--- src/rtl/round_controller.sv ---
// Match sequencer for the two-fighter game: round FSM, kick-hit detection,
// round-win scoring, health-bar lengths and player freeze / round-reset control.
module round_controller #(
  parameter int unsigned ROUNDS_TO_WIN = 3,
  parameter int unsigned INTRO_FRAMES  = 120,
  parameter int unsigned FREEZE_FRAMES = 60,
  parameter int unsigned ROUND_FRAMES  = 1800,
  parameter int unsigned OVER_FRAMES   = 180,
  parameter int unsigned FIGHTER_W     = 72,
  parameter int unsigned FIGHTER_H     = 105,
  parameter int unsigned BAR_LEN       = 144
) (
  input  logic       Clk,
  input  logic       Reset,
  input  logic       frame_clk,
  input  logic       start,
  input  logic [2:0] p1_state,
  input  logic [2:0] p2_state,
  input  logic [9:0] fighter_X_Pos,
  input  logic [9:0] fighter_Y_Pos,
  input  logic [9:0] player2_X_Pos,
  input  logic [9:0] player2_Y_Pos,
  output logic [2:0] game_state,
  output logic       freeze,
  output logic       round_reset,
  output logic [1:0] p1_score,
  output logic [1:0] p2_score,
  output logic [2:0] last_event,
  output logic [1:0] winner,
  output logic [7:0] p1_bar_len,
  output logic [7:0] p2_bar_len
);

  typedef enum logic [2:0] {
    S_IDLE   = 3'd0,
    S_INTRO  = 3'd1,
    S_FIGHT  = 3'd2,
    S_FREEZE = 3'd3,
    S_OVER   = 3'd4
  } state_t;

  localparam logic [10:0] INTRO_LAST  = 11'(INTRO_FRAMES - 1);
  localparam logic [10:0] FREEZE_LAST = 11'(FREEZE_FRAMES - 1);
  localparam logic [10:0] ROUND_LAST  = 11'(ROUND_FRAMES - 1);
  localparam logic [10:0] OVER_MIN    = 11'(OVER_FRAMES);
  localparam logic [10:0] BOX_W       = 11'(FIGHTER_W);
  localparam logic [10:0] BOX_H       = 11'(FIGHTER_H);
  localparam logic [1:0]  WIN_SCORE   = 2'(ROUNDS_TO_WIN);
  localparam int unsigned BAR_STEP    = BAR_LEN / ROUNDS_TO_WIN;
  localparam logic [7:0]  BAR_FULL    = 8'(BAR_LEN);

  localparam logic [2:0] EV_NONE    = 3'd0;
  localparam logic [2:0] EV_P1      = 3'd1;
  localparam logic [2:0] EV_P2      = 3'd2;
  localparam logic [2:0] EV_DOUBLE  = 3'd3;
  localparam logic [2:0] EV_TIMEOUT = 3'd4;

  state_t      r_state;
  state_t      w_next;
  logic        r_freeze;
  logic        r_round_reset;

  logic        r_fclk_s1, r_fclk_s2, r_fclk_d, r_frame_tick;
  logic        r_start_s1, r_start_s2, r_start_d, r_start_pulse;

  logic [10:0] r_cnt;
  logic [1:0]  r_p1_score, r_p2_score;
  logic [2:0]  r_last_event;
  logic [1:0]  r_winner;
  logic [7:0]  r_p1_bar, r_p2_bar;

  logic [10:0] w_x1, w_y1, w_x2, w_y2, w_dx, w_dy;
  logic        w_overlap, w_hit1, w_hit2;
  logic        w_clear_match;
  logic [2:0]  w_event;
  logic        w_entry;

  // Widened to 11 bits so the absolute difference never wraps.
  assign w_x1 = {1'b0, fighter_X_Pos};
  assign w_y1 = {1'b0, fighter_Y_Pos};
  assign w_x2 = {1'b0, player2_X_Pos};
  assign w_y2 = {1'b0, player2_Y_Pos};
  assign w_dx = (w_x1 >= w_x2) ? (w_x1 - w_x2) : (w_x2 - w_x1);
  assign w_dy = (w_y1 >= w_y2) ? (w_y1 - w_y2) : (w_y2 - w_y1);
  assign w_overlap = (w_dx < BOX_W) && (w_dy < BOX_H);
  assign w_hit1 = w_overlap && (p1_state == 3'd2);
  assign w_hit2 = w_overlap && (p2_state == 3'd2);
  assign w_entry = (w_next != r_state);

  function automatic logic [7:0] bar_fill(input logic [1:0] opp_score);
    if (opp_score == WIN_SCORE) return '0;
    return 8'(BAR_LEN - 32'(opp_score) * BAR_STEP);
  endfunction

  always_comb begin
    w_next        = r_state;
    w_clear_match = 1'b0;
    w_event       = EV_NONE;
    case (r_state)
      S_IDLE: begin
        if (r_start_pulse) begin
          w_next        = S_INTRO;
          w_clear_match = 1'b1;
        end
      end
      S_INTRO: begin
        if (r_frame_tick && (r_cnt == INTRO_LAST)) w_next = S_FIGHT;
      end
      S_FIGHT: begin
        if (r_frame_tick) begin
          if (w_hit1 && w_hit2)       w_event = EV_DOUBLE;
          else if (w_hit1)            w_event = EV_P1;
          else if (w_hit2)            w_event = EV_P2;
          else if (r_cnt == ROUND_LAST) w_event = EV_TIMEOUT;
          if (w_event != EV_NONE) w_next = S_FREEZE;
        end
      end
      S_FREEZE: begin
        if (r_frame_tick && (r_cnt == FREEZE_LAST)) begin
          if ((r_p1_score == WIN_SCORE) || (r_p2_score == WIN_SCORE)) w_next = S_OVER;
          else                                                        w_next = S_INTRO;
        end
      end
      S_OVER: begin
        if (r_start_pulse && (r_cnt >= OVER_MIN)) begin
          w_next        = S_INTRO;
          w_clear_match = 1'b1;
        end
      end
      default: w_next = S_IDLE;
    endcase
  end

  always_ff @(posedge Clk) begin
    if (Reset) begin
      r_state       <= S_IDLE;
      r_freeze      <= 1'b1;
      r_round_reset <= 1'b0;
    end else begin
      r_state       <= w_next;
      r_freeze      <= (w_next != S_FIGHT);
      r_round_reset <= (w_next == S_INTRO) && (r_state != S_INTRO);
    end
  end

  always_ff @(posedge Clk) begin
    if (Reset) begin
      r_fclk_s1     <= 1'b0;
      r_fclk_s2     <= 1'b0;
      r_fclk_d      <= 1'b0;
      r_frame_tick  <= 1'b0;
      r_start_s1    <= 1'b0;
      r_start_s2    <= 1'b0;
      r_start_d     <= 1'b0;
      r_start_pulse <= 1'b0;
      r_cnt         <= '0;
      r_p1_score    <= '0;
      r_p2_score    <= '0;
      r_last_event  <= EV_NONE;
      r_winner      <= '0;
      r_p1_bar      <= BAR_FULL;
      r_p2_bar      <= BAR_FULL;
    end else begin
      r_fclk_s1     <= frame_clk;
      r_fclk_s2     <= r_fclk_s1;
      r_fclk_d      <= r_fclk_s2;
      r_frame_tick  <= r_fclk_s2 & ~r_fclk_d;
      r_start_s1    <= start;
      r_start_s2    <= r_start_s1;
      r_start_d     <= r_start_s2;
      r_start_pulse <= r_start_s2 & ~r_start_d;

      // Saturate so a long MATCH_OVER wait cannot wrap back below OVER_MIN.
      if (w_entry)                             r_cnt <= '0;
      else if (r_frame_tick && (r_cnt != '1))  r_cnt <= r_cnt + 11'd1;

      if (w_clear_match) begin
        r_p1_score   <= '0;
        r_p2_score   <= '0;
        r_last_event <= EV_NONE;
        r_winner     <= '0;
      end else if (w_event != EV_NONE) begin
        r_last_event <= w_event;
        if ((w_event == EV_P1) && (r_p1_score != WIN_SCORE)) r_p1_score <= r_p1_score + 2'd1;
        if ((w_event == EV_P2) && (r_p2_score != WIN_SCORE)) r_p2_score <= r_p2_score + 2'd1;
      end

      if ((w_next == S_OVER) && (r_state != S_OVER))
        r_winner <= (r_p1_score == WIN_SCORE) ? 2'd1 : 2'd2;

      r_p1_bar <= bar_fill(r_p2_score);
      r_p2_bar <= bar_fill(r_p1_score);
    end
  end

  assign game_state  = r_state;
  assign freeze      = r_freeze;
  assign round_reset = r_round_reset;
  assign p1_score    = r_p1_score;
  assign p2_score    = r_p2_score;
  assign last_event  = r_last_event;
  assign winner      = r_winner;
  assign p1_bar_len  = r_p1_bar;
  assign p2_bar_len  = r_p2_bar;

endmodule

--- config.mk ---
export PLATFORM = sky130hd
export DESIGN_NAME = round_controller
export DESIGN_NICKNAME = d
export VERILOG_FILES = /design/src/rtl/round_controller.sv
export SDC_FILE = /design/constraint.sdc
export NUM_CORES = 1
export LEC_CHECK = 0
export CAP_MARGIN = 25
export CORE_UTILIZATION = 46
export CTS_CLUSTER_DIAMETER = 120
export DETAILED_ROUTE_END_ITERATION = 8
export DONT_BUFFER_PORTS = 1
export GPL_ROUTABILITY_DRIVEN = 0
export HOLD_SLACK_MARGIN = 0.15
export MAX_ROUTING_LAYER = met4
export PLACE_DENSITY = 0.69
export SYNTH_ARGS = -nofsm -noshare
export SYNTH_HDL_FRONTEND = slang
export SYNTH_SLANG_ARGS = --single-unit
--- constraint.sdc ---
create_clock -name Clk -period 2.8 [get_ports Clk]
set_input_delay 0.14 -clock Clk [delete_from_list [all_inputs] [get_ports Clk]]
set_output_delay 0.14 -clock Clk [all_outputs]
set_load 0.01 [all_outputs]
==> results of run 1 <==
worst reg2reg max path: cells and delay by family, from the launching register on:
kind	cells	cell delay [ns]
and+or+nand+nor	6	1.26
DFF	1	0.33
AOI/OAI and AO/OA	2	0.49
adders and majority gates	1	0.25
per-stage QoR:
stage / setup TNS (ns) / cells / setup slack (ns)
3_5_place_dp: -2.28 / 638 / -0.199
4_1_cts: 0 / 649 / 0.112
2_1_floorplan: 0 / 527 / 0.112
3_3_place_gp: -0.361 / 638 / -0.0632
5_1_grt: 0 / 649 / 0.0112
6_report: 0 / 649 / 0.186
metal layers:
metal	routed length (um)	share of wire
met5	0	0
met4	60	0.0066
met3	472	0.052
met2	4460	0.49
met1	4040	0.45
layout make-up:
| cell class | count | area, um2 | share of cell area |
|---|---|---|---|
| timing repair buffer | 35 | 270 | 0.0613 |
| tap | 105 | 131 | 0.0298 |
| clock buffer | 5 | 68.8 | 0.0156 |
| clock inverter | 3 | 46.3 | 0.0105 |
| inverter | 56 | 210 | 0.0477 |
| multi-input combinational | 404 | 2860 | 0.649 |
| sequential | 41 | 821 | 0.186 |
path summary, 6_finish.rpt:
check | startpoint | endpoint | slack [ns] | cells after the start
hold / removal | p2_state[2] | last_event[0] | 0.20 | 3
hold reg to reg | r_fclk_d | r_frame_tick | 0.39 | 1
setup reg to reg | r_cnt[0] | r_cnt[10] | 0.37 | 9
setup / recovery | fighter_Y_Pos[0] | r_cnt[4] | 0.19 | 12
flip-flops by register name (all words and copies together) (netlist names):
| name | flops |
|---|---|
| r_frame_tick | 1 |
| r_start_pulse | 1 |
| last_event | 3 |
| r_start_s2 | 1 |
| r_cnt | 11 |
| r_start_s1 | 1 |
| r_fclk_d | 1 |
| r_fclk_s1 | 1 |
| r_start_d | 1 |
| p1_score | 2 |
| p2_bar_len | 4 |
| freeze | 1 |
| r_fclk_s2 | 1 |
| winner | 2 |
| p1_bar_len | 4 |
| p2_score | 2 |
| round_reset | 1 |
| game_state | 3 |
layout by cell type (no fill, tap or decap), types with 12 or more instances in the layout:
master	n
a21oi_1	27
buf_4	32
dfxtp_1	41
ha_1	47
inv_1	56
nand2_1	36
nand3_1	16
nor2_1	40
nor2b_1	13
o21ai_0	22
xor2_1	12
where the power goes:
| group | leakage [nW] | internal (mW) | switching, mW |
|---|---|---|---|
| sequential | 0.332 | 0.588 | 0.00415 |
| combinational | 1.61 | 0.234 | 0.280 |
| clock | 0.0543 | 0.267 | 0.210 |
repair_timing:
action	4_1_cts	5_1_grt
resized for setup	0	7
hold endpoints to repair	28	0
setup endpoints to repair	0	19
hold buffers	3	0
cell families (layout without fill, tap and decap cells):
group,after synthesis,in the layout,synth area share
flip-flops,41,41,0.204
XOR/XNOR,21,21,0.0458
other,1,8,0.000934
buffers and inverters,82,99,0.0928
adder cells (fa/ha/maj),50,50,0.160
AO/OA/AOI/OAI,121,121,0.212
multiplexers,5,5,0.0125
AND/OR/NAND/NOR,199,199,0.273
==> impl_metrics.json, run 1 <==
{
  "clk_pin_slew_ns": 0.08,
  "fin_area_um2": 4410,
  "grt_use_met1": 0.252,
  "overflow": 0,
  "fmax_ghz": 0.382,
  "fin_util": 0.529,
  "postSynthAreaPerCell_um2": 7.72,
  "clkLatencyLatePin_ns": 0.30,
  "drive_gt1_frac": 0.143,
  "synth_seq_cells": 41,
  "postRouteAntennaNets": 0,
  "cp_slowest_cell": "or3_1",
  "coreArea_um2": 8340,
  "io-pin-count": 80,
  "crit_family": "compound AO/OA/AOI/OAI gates",
  "status": "finished clean",
  "std_cell_rows": 33,
  "syn_to_final_growth_pct": 9.75,
  "met3_usage": 0.0335,
  "hpwlAfterDp_mm": 7.28,
  "drc_errors": 0,
  "wire_per_inst_um": 13.9,
  "leakage_nw": 2.00,
  "synth.most_common_cell": "inv_1",
  "hold_slack_ns": 0.199,
  "die_y_um": 95.4,
  "synth-edff-count": 0,
  "synth_top_area_share": 0.204,
  "worst_slew_pin_slew_ns": 0.855,
  "crit_chain": "inv_1 -> ha_1 -> fa_1 -> xor2_1 -> nand3_1 -> or3b_1 -> o2111ai_1 -> a41oi_1 -> nand4_1 -> a211o_1 -> or3_1 -> a31o_2",
  "finalPower_mw": 1.58,
  "grt_max_degree": 23,
  "drv_slew": 0,
  "portBuffers": 0,
  "grt_util_all_layers": 0.210,
  "die_w_um": 95.4,
  "endpoint_kind": "register",
  "synthesis.area_um2": 4020,
  "maxSlewHeadroom": 0.428,
  "antenna_found_initial": 0,
  "gr-max-usage-layer": "met2",
  "cp_max_fo": 8,
  "setup_viol": 0,
  "htree_levels": 2,
  "drtIter0Drc": 123,
  "yosys.area.top_type": "dfxtp_1",
  "ys_seq_area_frac": 0.204,
  "async_flop_share": 0,
  "post_cts_buffers": 0,
  "first_global_vias": 3477,
  "start_kind": "primary input",
  "fillers": 792,
  "synth.distinct_cells": 78,
  "cts_tree": "built",
  "hold_viol": 0,
  "max_stage_delay_ns": 0.50,
  "cp_data_arrival_time_ns": 2.81,
  "power_density_nw_per_um2": 359,
  "grt_use_met2": 0.367,
  "period_minus_slack_ns": 2.61,
  "dr.pass1.iters": 4,
  "hp-class": "primary input to register",
  "synthCells": 520,
  "required_ns": 2.99,
  "worst-setup-path-type": "primary input to register",
  "drv_cap": 0,
  "fin_crit_sh": 0.934,
  "ys.warnings.count": 0,
  "root_buffer": "clkbuf_8",
  "synthFlopType": "dfxtp_1",
  "synthTopCellsByCount": "inv_1 (56), ha_1 (48), dfxtp_1 (41), nor2_1 (40), nand2_1 (37)",
  "synth.area.top_cells": "dfxtp_1 (20%), ha_1 (15%), inv_1 (5.2%), nor2_1 (3.7%), nand2_1 (3.5%)",
  "clock_path_buffers": 2,
  "antenna_cells": 0,
  "ir_worst_vdd_mv": 0.167,
  "start_util": 0.482,
  "wl_mm": 9.04,
  "fin_nets": 643,
  "grt_pass1_wl_mm": 15.1,
  "viasPerCell": 5.66,
  "fin_skew_ns": 0.00678,
  "cts_buffers": 5,
  "fp.dieArea_um2": 9110,
  "vias": 3672,
  "placed_area_um2": 4250,
  "cp_num_buf_inv": 1,
  "grt_setup_unrepaired": "false",
  "cts_sinks": 41
}
(Power assumes the default switching activity.)
==> inputs of run 2 (changes only) <==
- ABC_AREA: unset -> 1
- CORE_MARGIN: unset -> 2
==> run 2 against run 1 <==
Setup slack better by 0.21 ns. Sequential cell count unchanged. Sequential share of layout area shrank 0.33 points. First-iteration DRC count is 81% higher. Critical path depth decreased by 3. Combinational power rose by 5.3%. Clock power up 3%. Via count rose by 13%. Hold slack improved by 0.026 ns.
==> impl_metrics.json, run 2 <==
{
  "fin_nets": 829,
  "postSynthAreaPerCell_um2": 5.87,
  "max_stage_delay_ns": 0.37,
  "fin_skew_ns": 0.00857,
  "io-pin-count": 80,
  "std_cell_rows": 35,
  "fin_area_um2": 4490,
  "drtIter0Drc": 223,
  "required_ns": 3.02,
  "grt_max_degree": 18,
  "seqCellArea_um2": 821,
  "cts_sinks": 41,
  "drv_cap": 0,
  "cts_tree": "built",
  "postRouteAntennaNets": 0,
  "wire_per_inst_um": 11.3,
  "drv_slew": 0,
  "synth.area.top_cells": "dfxtp_1 (19%), nand2_1 (18%), inv_1 (14%), ha_1 (14%), nand3_1 (7.0%)",
  "synth.area.mux_share": 0,
  "synth_seq_cells": 41,
  "synth_top_family_by_area": "simple AND/OR/NAND/NOR gates",
  "dr.pass1.iters": 4,
  "ys.warnings.count": 0,
  "synth.most_common_cell": "nand2_1",
  "cp_common_cell": "nand3_1",
  "cp_max_fo": 11,
  "grt_setup_unrepaired": "false",
  "hpwlAfterDp_mm": 7.95,
  "drc_errors": 0,
  "endpoint_kind": "register",
  "leakage_nw": 2.49,
  "regMostFlops": "r_cnt",
  "first_global_vias": 3894,
  "maxSlewHeadroom": 0.577,
  "synthFlopType": "dfxtp_1",
  "htree_levels": 2,
  "coreArea_um2": 9150,
  "stdcell_count": 841,
  "synth-compound-area-share": 0.0713,
  "finalPower_mw": 1.63,
  "endpoint": "r_cnt[10]",
  "multi_input_area_um2": 2750,
  "startpoint": "r_cnt[0]",
  "period_minus_slack_ns": 2.41,
  "fmax_ghz": 0.416,
  "largest_reg_flops": 11,
  "synthXorXnorAreaFrac": 0.0286,
  "overflow": 0,
  "synthCells": 729,
  "vias": 4135,
  "die_w_um": 100,
  "viasPerCell": 4.92,
  "synth_top_area_share": 0.192,
  "crit_chain": "ha_1 -> nand3_1 -> nor3_1 -> nand3_1 -> o21ai_0 -> o22ai_1 -> a211oi_1 -> nand2_2 -> nor2_1",
  "final_common_cell": "nand2_1",
  "fin_crit_sh": 0.860,
  "worst_slew_pin_slew_ns": 0.632,
  "synth.distinct_cells": 36,
  "placed_area_um2": 4340,
  "setup_viol": 0,
  "syn_to_final_growth_pct": 4.82,
  "worstRegToRegCells": 9,
  "wl_mm": 9.50,
  "synthesis.area_um2": 4280,
  "status": "finished clean",
  "setup_tns_ns": 0,
  "hold_viol": 0,
  "async_flop_share": 0,
  "r2r-end": "r_cnt[10]",
  "hp-class": "primary input to register",
  "root_buffer": "clkbuf_8",
  "grt_util_all_layers": 0.198,
  "drive_gt1_frac": 0.0438,
  "cp_data_arrival_time_ns": 2.63,
  "fillers": 987,
  "synthSimpleGateAreaFrac": 0.386,
  "portBuffers": 0,
  "die_y_um": 100,
  "r2r_start": "r_cnt[0]",
  "start_kind": "register",
  "start_util": 0.468,
  "post_cts_buffers": 0,
  "r2r_setup_slack_ns": 0.39,
  "yosys.area.top_type": "dfxtp_1",
  "worst-setup-path-type": "register to register",
  "synth_fa_ha_area_frac": 0.150,
  "ir_worst_vdd_mv": 0.189,
  "antenna_found_initial": 0,
  "cp_slowest_cell": "dfxtp_1",
  "antenna_cells": 0,
  "fp.dieArea_um2": 10100,
  "grt_pass1_wl_mm": 16.6,
  "synth-edff-count": 0,
  "clock_path_buffers": 2,
  "ys_seq_area_frac": 0.192,
  "clk_pin_slew_ns": 0.08,
  "power_density_nw_per_um2": 363,
  "cts_buffers": 5,
  "final_cell_mix": "nand2_1 (210), inv_1 (162), nor2_1 (60), nand3_1 (60), ha_1 (48)",
  "clkLatencyLatePin_ns": 0.29,
  "synthTopCellsByCount": "nand2_1 (210), inv_1 (162), nand3_1 (60), nor2_1 (60), ha_1 (48)",
  "post-place-cells": 830
}
## run 2: cell count changes after synthesis, moves of 13 or more
cell	before	now
nand2_1	37	210
nor2_1	40	60
nand3_1	16	60
nor2b_1	14	0
o21ai_0	25	12
inv_1	56	162
## run 2: kinds of logic (layout without fill, tap and decap cells)
| group | Yosys count | after routing |
|---|---|---|
| and+or+nand+nor | 384 | 384 |
| buffers and inverters | 184 | 178 |
| DFF | 41 | 41 |
| AOI/OAI and AO/OA | 55 | 55 |
| other | 1 | 8 |
| xor gates and xnor gates | 14 | 14 |
| adders and majority gates | 50 | 50 |
## run 2: through the flow
stage | worst slack, ns | hold slack, ns | utilization
5_1_grt | 0.123 | 0.228 | 0.490
3_3_place_gp | 0.353 | 0.217 | 0.474
4_1_cts | 0.424 | 0.218 | 0.490
6_report | 0.393 | 0.225 | 0.490
3_5_place_dp | 0.278 | 0.219 | 0.474
2_1_floorplan | 0.624 | 0.247 | -
## run 2: where the power goes
part,internal (mW),total (mW),switching (mW)
logic,0.184,0.541,0.357
clock network,0.290,0.491,0.202
registers,0.590,0.597,0.00639
## run 2: worst min-delay path by stage
stage          slack, ns             to   startpoint  depth (start not counted)
2_1_floorplan       0.25      r_fclk_s1    frame_clk                          2
5_1_grt             0.23  last_event[1]  p2_state[2]                          3
6_report            0.23  last_event[1]  p2_state[2]                          3
3_3_place_gp        0.22      r_fclk_s2        Reset                          1
3_5_place_dp        0.22  game_state[2]        Reset                          1
4_1_cts             0.22  last_event[1]  p2_state[2]                          3
## run 2: layout make-up
type                       instances  share of cell area
inverter                         167               0.140
clock buffer                       6              0.0184
clock inverter                     2             0.00837
multi-input combinational        511               0.613
tap                              111              0.0310
sequential                        41               0.183
timing repair buffer               3             0.00669
## run 2: metal layers
layer | global-route usage | part of all wire | vias to the layer above
li1 | - | - | 2205
met2 | 0.337 | 0.47 | 109
met3 | 0.0354 | 0.056 | 9
met5 | - | 0 | -
met4 | 0.0295 | 0.0066 | 0
met1 | 0.252 | 0.47 | 1812
## run 2: repair_timing
| action | CTS | global route |
|---|---|---|
| hold buffers | 3 | 0 |
| resized for setup | 0 | 0 |
| hold endpoints to repair | 27 | 0 |
## run 2: critical path, delay by kind of cell (launching register included)
| kind | cells | cell delay [ns] |
|---|---|---|
| AND/OR/NAND/NOR | 5 | 1.13 |
| AO/OA/AOI/OAI | 3 | 0.61 |
| flip-flops | 1 | 0.37 |
| adder cells (fa/ha/maj) | 1 | 0.22 |
==> inputs of run 3 (changes only) <==
- ABC_AREA: 1 -> unset
==> run 3 against run 2 <==
Clock skew is 0.00088 ns higher. Count of clock-buffer cells in the layout unchanged. Die area is 5.9% lower. Sequential cell count stayed put. Critical path depth grew 4. Combinational power shrank 3%. Sequential share of layout area is 0.16 points higher. Critical endpoint is now p2_score[0]. Final area down 0.89%.
==> impl_metrics.json, run 3 (synthesized netlist as in run 1, its figures left out) <==
{
  "clk_pin_slew_ns": 0.08,
  "worst_slew_pin_slew_ns": 0.718,
  "wire_per_inst_um": 14.0,
  "vias": 3734,
  "first_global_vias": 3732,
  "cp_slowest_cell": "or4_1",
  "setup_ws_ns": 0.187,
  "cp_common_cell": "a21oi_1",
  "status": "finished clean",
  "fmax_ghz": 0.383,
  "maxSlewHeadroom": 0.520,
  "std_cell_rows": 34,
  "power_density_nw_per_um2": 363,
  "io-pin-count": 80,
  "final_common_cell": "inv_1",
  "start_util": 0.467,
  "cts_buffers": 5,
  "drive_gt1_frac": 0.146,
  "ir_worst_vdd_mv": 0.205,
  "drv_slew": 0,
  "drtIter0Drc": 151,
  "hp-class": "primary input to register",
  "fin_nets": 647,
  "cp_data_arrival_time_ns": 2.84,
  "fin_util": 0.517,
  "coreArea_um2": 8590,
  "drc_errors": 0,
  "postRouteAntennaNets": 0,
  "fin_crit_sh": 0.933,
  "wl_mm": 9.21,
  "clock_path_buffers": 2,
  "gr-max-usage-layer": "met2",
  "drv_cap": 0,
  "grt_setup_unrepaired": "false",
  "antenna_found_initial": 0,
  "setup_tns_ns": 0,
  "grt_util_all_layers": 0.199,
  "worst-setup-path-type": "primary input to register",
  "max_stage_delay_ns": 0.47,
  "final_cell_mix": "inv_1 (56), ha_1 (48), dfxtp_1 (41)",
  "grt_pass1_wl_mm": 15.9,
  "cp_max_fo": 7,
  "cts_tree": "built",
  "dr.pass1.iters": 5,
  "hpwlAfterDp_mm": 7.41,
  "cp_num_buf_inv": 2,
  "viasPerCell": 5.69,
  "required_ns": 3.03,
  "grt_max_degree": 23,
  "start_kind": "primary input",
  "fp.dieArea_um2": 9490,
  "leakage_nw": 2.02,
  "crit_family": "simple AND/OR/NAND/NOR gates",
  "period_minus_slack_ns": 2.61,
  "setup_viol": 0,
  "htree_levels": 2,
  "clkLatencyLatePin_ns": 0.29,
  "endpoint_kind": "register",
  "syn_to_final_growth_pct": 10.7,
  "post_cts_buffers": 0,
  "die_y_um": 97.4,
  "seqCellArea_um2": 821,
  "largest_reg_flops": 11,
  "hold_viol": 0,
  "root_buffer": "clkbuf_8",
  "place_ws_ns": -0.206,
  "fillers": 844,
  "grt_use_met2": 0.345,
  "overflow": 0,
  "cts_sinks": 41,
  "met3_usage": 0.0230,
  "regMostFlops": "r_cnt",
  "multi_input_area_um2": 2860,
  "crit_chain": "inv_1 -> ha_1 -> fa_1 -> nor2b_1 -> nor2_1 -> o21ai_1 -> a21oi_1 -> nor4_2 -> nand4_1 -> a211o_1 -> buf_4 -> or4_1 -> a21oi_1",
  "grt_use_met1": 0.241,
  "portBuffers": 0,
  "finalPower_mw": 1.61,
  "antenna_cells": 0,
  "die_w_um": 97.4,
  "fin_skew_ns": 0.00946
}
-- run 3: cell count changes in the layout (fill, tap and decap cells not counted), moves of 7 or more --
cell      delta
nor2_1      -20
buf_4       +36
and3_1      +10
nor2_2      -11
xnor2_1      +8
nand2_1    -173
nand3_1     -44
or2_2        +7
o21ai_0     +12
inv_1      -106
nand2b_1     +8
nor2b_1     +14
-- run 3: through the flow --
step	cells	hold WS (ns)	cell area, um2
6_report	656	0.214	4450
5_1_grt	656	0.231	4450
4_1_cts	656	0.202	4440
3_5_place_dp	645	0.210	4290
3_3_place_gp	645	0.209	4290
2_1_floorplan	527	0.219	4040
-- run 3: worst paths after layout --
path	from	to	slack (ns)	depth (start not counted)
hold reg to reg	r_start_d	r_start_pulse	0.39	1
setup reg to reg	r_cnt[1]	r_cnt[7]	0.32	10
hold / removal	p2_state[2]	last_event[0]	0.21	3
setup / recovery	fighter_Y_Pos[0]	p2_score[0]	0.19	13
-- run 3: worst register-to-register path, stage by stage (launching register included) --
cell and delay [ns]:
dfxtp_1 0.39, ha_1 0.23, nor4b_1 0.25, and4_1 0.25, nand2_1 0.10, nor3_1 0.35, o21ai_0 0.14, nand2_1 0.17
nor2_1 0.12, and2_1 0.16, a31o_2 0.21
-- run 3: timing repair --
action                                  CTS  global route
endpoints found under the setup margin    0            12
hold buffers                              3             0
endpoints found under the hold margin    28             0
resized for setup                         0             3
-- run 3: final cells by class --
type | instances | area share
clock buffers | 6 | 0.0186
clock inverters | 2 | 0.00844
inverters | 56 | 0.0473
multi-input cells | 404 | 0.643
flip-flops and latches | 41 | 0.185
well taps | 108 | 0.0304
repair buffers | 39 | 0.0675
-- run 3: power by group --
part	total, mW	switching [mW]	internal [mW]
clock network	0.493	0.203	0.290
registers	0.593	0.00431	0.588
logic	0.527	0.288	0.239
total	1.61	0.495	1.12
-- run 3: per-layer routing --
metal / vias to the layer above / wire length [um]
li1: 1849 / -
met1: 1761 / 3980
met2: 114 / 4580
met3: 10 / 469
met4: 0 / 178
met5: - / 0
